<file path="src/rtl/noc_pkg.sv">
// Shared NoC router definitions: widths, port select codes and flit fields.
// Imported by the input buffer and its per-VC FIFO.
package noc_pkg;

  localparam int FLIT_W   = 64;
  localparam int VC_W     = 2;
  localparam int NUM_VC   = 4;
  localparam int VC_DEPTH = 4;

  typedef enum logic [2:0] {
    PORT_N    = 3'b000,
    PORT_E    = 3'b001,
    PORT_S    = 3'b010,
    PORT_W    = 3'b011,
    PORT_L    = 3'b100,
    PORT_NONE = 3'b111
  } port_sel_e;

  localparam int FLIT_TYPE_MSB = FLIT_W - 1;
  localparam int FLIT_TYPE_LSB = FLIT_W - 2;

  typedef enum logic [1:0] {
    FLIT_HEAD   = 2'b00,
    FLIT_BODY   = 2'b01,
    FLIT_TAIL   = 2'b10,
    FLIT_SINGLE = 2'b11
  } flit_type_e;

  function automatic flit_type_e flit_type(
    input logic [FLIT_W-1:0] f
  );
    return flit_type_e'(f[FLIT_TYPE_MSB:FLIT_TYPE_LSB]);
  endfunction

endpackage

</file>
<file path="src/rtl/vc_fifo.sv">
// Single virtual-channel FIFO with fall-through head.
// Writes to a full FIFO and reads from an empty one are ignored.
module vc_fifo
  import noc_pkg::*;
#(
  parameter int W     = FLIT_W,
  parameter int DEPTH = VC_DEPTH,
  localparam int PTR_W = $clog2(DEPTH),
  localparam int CNT_W = PTR_W + 1
) (
  input  logic             clk,
  input  logic             reset,
  input  logic             push,
  input  logic             pop,
  input  logic [W-1:0]     din,
  output logic [W-1:0]     dout,
  output logic             full,
  output logic             empty,
  output logic [CNT_W-1:0] count
);

  logic [W-1:0]     mem [DEPTH];
  logic [PTR_W-1:0] wr_ptr;
  logic [PTR_W-1:0] rd_ptr;
  logic             wr;
  logic             rd;

  assign full  = (count == CNT_W'(DEPTH));
  assign empty = (count == '0);
  assign wr    = push & ~full;
  assign rd    = pop & ~empty;
  assign dout  = mem[rd_ptr];

  // Pointer and occupancy bookkeeping; pointers wrap naturally.
  always_ff @(posedge clk or posedge reset) begin
    if (reset) begin
      wr_ptr <= '0;
      rd_ptr <= '0;
      count  <= '0;
    end else begin
      if (wr) wr_ptr <= wr_ptr + PTR_W'(1);
      if (rd) rd_ptr <= rd_ptr + PTR_W'(1);
      if (wr && !rd)
        count <= count + CNT_W'(1);
      else if (rd && !wr)
        count <= count - CNT_W'(1);
    end
  end

  // Storage array; contents are don't-care until written.
  always_ff @(posedge clk) begin
    if (wr) mem[wr_ptr] <= din;
  end

endmodule

</file>
<file path="src/rtl/input_vc_buffer.sv">
// Router input port buffer: per-VC FIFOs, round-robin head select,
// and one registered credit per dequeued flit back upstream.
module input_vc_buffer
  import noc_pkg::*;
#(
  parameter int FLIT_W = noc_pkg::FLIT_W,
  parameter int NUM_VC = noc_pkg::NUM_VC,
  parameter int DEPTH  = noc_pkg::VC_DEPTH,
  localparam int CNT_W = $clog2(DEPTH) + 1
) (
  input  logic              clk,
  input  logic              reset,
  input  logic [FLIT_W-1:0] in_flit,
  input  logic              in_valid,
  input  logic [VC_W-1:0]   in_vc,
  output logic [FLIT_W-1:0] out_flit,
  output logic              out_valid,
  output logic [VC_W-1:0]   out_vc,
  input  logic              out_pop,
  output logic              credit_valid,
  output logic [VC_W-1:0]   credit_vc,
  output logic [NUM_VC-1:0] vc_full,
  output logic [NUM_VC-1:0] vc_empty,
  output logic              overflow_err
);

  logic [NUM_VC-1:0]            push;
  logic [NUM_VC-1:0]            pop;
  logic [FLIT_W-1:0]            head [NUM_VC];
  logic [NUM_VC-1:0][CNT_W-1:0] cnt;
  logic [VC_W-1:0]              rr_ptr;
  logic [VC_W-1:0]              sel_vc;
  logic [VC_W-1:0]              nxt_ptr;
  logic                         any;
  logic                         do_pop;
  logic                         drop;

  for (genvar g = 0; g < NUM_VC; g++) begin : g_vc
    assign push[g] = in_valid && (in_vc == VC_W'(g));
    assign pop[g]  = do_pop && (sel_vc == VC_W'(g));

    vc_fifo #(
      .W     (FLIT_W),
      .DEPTH (DEPTH)
    ) u_fifo (
      .clk   (clk),
      .reset (reset),
      .push  (push[g]),
      .pop   (pop[g]),
      .din   (in_flit),
      .dout  (head[g]),
      .full  (vc_full[g]),
      .empty (vc_empty[g]),
      .count (cnt[g])
    );
  end

  // Round-robin scan for the first non-empty VC starting at rr_ptr.
  always_comb begin
    logic [VC_W-1:0] idx;
    idx    = '0;
    sel_vc = '0;
    any    = 1'b0;
    for (int i = 0; i < NUM_VC; i++) begin
      idx = VC_W'((int'(rr_ptr) + i) % NUM_VC);
      if (!any && !vc_empty[idx]) begin
        any    = 1'b1;
        sel_vc = idx;
      end
    end
  end

  assign out_valid = any;
  assign out_vc    = sel_vc;
  assign out_flit  = any ? head[sel_vc] : '0;
  assign do_pop    = out_pop && any;
  assign drop      = in_valid && (cnt[in_vc] == CNT_W'(DEPTH));
  assign nxt_ptr   = (sel_vc == VC_W'(NUM_VC - 1)) ?
                     '0 : sel_vc + VC_W'(1);

  // Arbiter pointer, credit return and sticky overflow flag.
  always_ff @(posedge clk or posedge reset) begin
    if (reset) begin
      rr_ptr       <= '0;
      credit_valid <= 1'b0;
      credit_vc    <= '0;
      overflow_err <= 1'b0;
    end else begin
      credit_valid <= do_pop;
      credit_vc    <= do_pop ? sel_vc : '0;
      if (do_pop) rr_ptr <= nxt_ptr;
      if (drop) overflow_err <= 1'b1;
    end
  end

endmodule
</file>
<file path="config.mk">
export PLATFORM = sky130hd
export DESIGN_NAME = input_vc_buffer
export DESIGN_NICKNAME = d
export VERILOG_FILES = /design/src/rtl/noc_pkg.sv /design/src/rtl/vc_fifo.sv /design/src/rtl/input_vc_buffer.sv
export SDC_FILE = /design/constraint.sdc
export NUM_CORES = 1
export LEC_CHECK = 0
export CORE_MARGIN = 4
export CORE_UTILIZATION = 50
export CTS_CLUSTER_DIAMETER = 200
export DETAILED_ROUTE_END_ITERATION = 7
export DONT_BUFFER_PORTS = 1
export PLACE_DENSITY = 0.66
export SLEW_MARGIN = 30
export SYNTH_ARGS = -nofsm -noshare
export SYNTH_HDL_FRONTEND = slang
export SYNTH_SLANG_ARGS = --single-unit
</file>
<file path="constraint.sdc">
create_clock -name clk -period 5.3 [get_ports clk]
set_input_delay 0.795 -clock clk [delete_from_list [all_inputs] [get_ports clk]]
set_output_delay 0.795 -clock clk [all_outputs]
set_load 0.1 [all_outputs]
</file>
==> flow_summary_export.csv <==
group,metric,value,unit
timing,fin_crit_sh,94.8,%
synth,avgSynthCellArea,23.2,um2
clocking,path_clk_slew,60,ps
floorplanning,io_pins,149,
cells_and_area,fin_cells,3037,
synth,synth_seq_area_share,77.7,%
synth,synth.largest_area_cell,"edfxtp_1",
clocking,clock-sinks,1058,
timing,whs,53.7,ps
routing,ant_nets,0,
place,placed_cells,2846,
synth,synth_nets,1848,
cells_and_area,nNetsFinal,1989,
routing,drt-total-wl,90700,um
critical_path,startpoint_type,"flop",
cells_and_area,nFillCells,5562,
synth,syn-cell-area,40700,um2
global_route,grt_pass1_vias,19468,
critical_path,worst-setup-path-type,"flop to primary output",
global_route,antenna_found_initial,0,
timing,setup_viol,0,
critical_path,required,4510,ps
timing,skew,17.4,ps
cells_and_area,layout.area.seq,31600,um2
timing,grt_setup_unrepaired,"false",
routing,drtPass1Iterations,5,
cells_and_area,antennaDiodeCount,0,
clocking,clockBufferDepth,3,
timing,hold_viol_final,0,
synth,synth.distinct_cells,38,
critical_path,cp_slowest_cell,"nand2_4",
floorplanning,die_x,293,um
cells_and_area,drive_above_1_share,32.7,%
place,port_buffers,0,
critical_path,critPathMaxStageDelay,520,ps
critical_path,end_kind,"primary output",
clocking,h-tree-depth,3,
floorplanning,die_y,293,um
flow_run,maxCapViolations,0,
critical_path,crit_chain,"or3_1, clkinvlp_4, buf_4, nand4_1, buf_4, nand2_4, buf_12, o22ai_2, buf_12",
synth,synthCells,1753,
clocking,hold_buffers,0,
clocking,numCtsBuffers,105,
synth,synth_area_leaders,"edfxtp_1, mux4_2, mux2i_1, dfrtp_1, o22ai_1",
clocking,post-cts-setup-buffers,0,
timing,slew_headroom,34.3,%
timing,min_period,5020,ps
floorplanning,initial_utilization,50.5,%
cells_and_area,multi_input_area,9010,um2
floorplanning,die_area,86000,um2
global_route,gr-total-overflow,0,
clocking,clockRootBuffer,"clkbuf_16",
routing,drc,0,
global_route,grt_max_degree,74,
critical_path,path_max_fanout,34,
routing,num_vias,18405,
outcome,status,"completed",
routing,avgViaCountPerCell,6.06,
timing,fmax,199,MHz
timing,tightest_slew,985,ps
synth,ys_seq_elements,1058,
hold_path,hold_class,"primary input to async pin",
routing,drt_iter0_drc,1473,
cells_and_area,area_growth,16.6,%
floorplanning,fp-row-count,104,
place,place_congestion,0.734,
global_route,grt_pass1_wl,134000,um
critical_path,worstPathArrival,4230,ps
clocking,insertion_delay,670,ps
timing,fin_tns_setup,0,ps
clocking,cts_tree,"done",
global_route,grtUsageTotal,21.4,%
critical_path,cp-startpoint,"g_vc[3].u_fifo.count[0]$_DFFE_PP0P_",
synth,synth_warnings,0,
timing,slew_viol_final,0,
cells_and_area,finalCoreUtilization,58.9,%
floorplanning,coreArea,80500,um2
place,dp_hpwl,50200,um
routing,wl_per_cell,29.9,um
synth,synth_top_area_share,75.6,%
critical_path,r2r-start,"g_vc[3].u_fifo.count[0]$_DFFE_PP0P_",
-- synthesized netlist by cell type --
master    instances
a211oi_1          3
a21oi_1           1
a41o_1            1
and2_1           17
and3_1            2
buf_1             7
buf_2            10
buf_4            11
buf_6             9
clkbuf_1         57
dfrtp_1          34
edfxtp_1       1024
fa_1              4
ha_1             21
inv_1            23
inv_2             1
mux2_2            5
mux2i_1         128
mux4_2          256
nand2_1           8
nand2b_1          1
nand3_1           3
nand4_1           5
nor2_1           10
nor3_4            1
nor3b_1           3
nor4_1            2
nor4b_2           3
o211ai_1          1
o21a_1            1
o21ai_0           5
o22ai_1          65
o31a_1            1
or3_1             4
or3_4             1
or3b_2            1
xnor2_1          14
xor2_1           10
-- cell families after synthesis --
group | Yosys count | share of synthesized area [%]
flops | 1058 | 77.7
xor+xnor | 24 | 0.517
simple gates | 61 | 0.935
compound gates | 78 | 1.21
fa+ha+maj | 25 | 0.842
mux | 389 | 17.5
buf+inv | 118 | 1.39
-- cell usage in the layout (no fill, tap or decap), types with 18 or more instances in the layout --
| cell | Yosys | layout |
|---|---|---|
| ha_1 | 21 | 21 |
| buf_12 | 0 | 80 |
| buf_4 | 11 | 44 |
| dfrtp_1 | 34 | 26 |
| o22ai_2 | 0 | 64 |
| mux4_2 | 256 | 256 |
| edfxtp_1 | 1024 | 1024 |
| clkinv_1 | 0 | 18 |
| inv_1 | 23 | 22 |
| clkbuf_16 | 0 | 107 |
| clkinv_2 | 0 | 27 |
| mux2i_1 | 128 | 128 |
-- what timing repair did --
action                     CTS  global route
resized for setup            1             0
setup endpoints to repair    1             0
hold endpoints to repair     0             0
-- layer usage --
| metal | global-route usage (%) | up-vias | part of all wire, % |
|---|---|---|---|
| li1 | - | 7701 | - |
| met1 | 28.3 | 10033 | 39 |
| met2 | 37.8 | 547 | 53 |
| met3 | 3.97 | 124 | 6.1 |
| met4 | 4.40 | 0 | 1.8 |
| met5 | 0 | - | 0 |
-- metrics by stage --
stage               instance area, um2  worst slack (ps)
finish                           47500               275
global route                     47500               188
CTS                              47400               231
detailed placement               44100               695
global placement                 43900               686
floorplan                        40700               897
-- cell type report --
class | count | share of cell area (%)
clock buffer | 122 | 5.67
clock inverter | 68 | 1.41
inverter | 24 | 0.198
multi-input combinational | 577 | 19.0
sequential | 1058 | 66.7
tap | 1060 | 2.79
timing repair buffer | 128 | 4.29
-- worst max-delay path, delay by kind of cell, from the launching register on --
kind / cells / cell delay, ps
buffers and inverters: 5 / 1790
and+or+nand+nor: 3 / 860
DFF: 1 / 460
AOI/OAI and AO/OA: 1 / 430
-- sequential cells by signal, indices dropped and copies added, names as in the netlist --
| name | flops |
|---|---|
| g_vc.u_fifo.mem | 1024 |
| credit_valid | 1 |
| g_vc.u_fifo.count | 12 |
| g_vc.u_fifo.rd_ptr | 8 |
| rr_ptr | 2 |
| overflow_err | 1 |
| credit_vc | 2 |
| g_vc.u_fifo.wr_ptr | 8 |
-- final timing paths --
kind | endpoint | slack (ps) | cells after the start
worst max-delay path | out_flit[0] | 280 | 9
worst min-delay path | rr_ptr[1]$_DFFE_PP0N_ | 50 | 1
worst max register to register | g_vc[3].u_fifo.count[2]$_DFFE_PP0P_ | 1190 | 15
worst min register to register | g_vc[1].u_fifo.count[2]$_DFFE_PP0P_ | 480 | 1
max in group asynchronous | g_vc[1].u_fifo.rd_ptr[0]$_DFFE_PP0P_ | 4530 | 2
min in group clk | g_vc[3].u_fifo.mem[1][48]$_DFFE_PP_ | 220 | 0
Power is left out: the tool's default activity adds up to more than one toggle a clock period on the data nets, which glitch-free logic cannot reach.
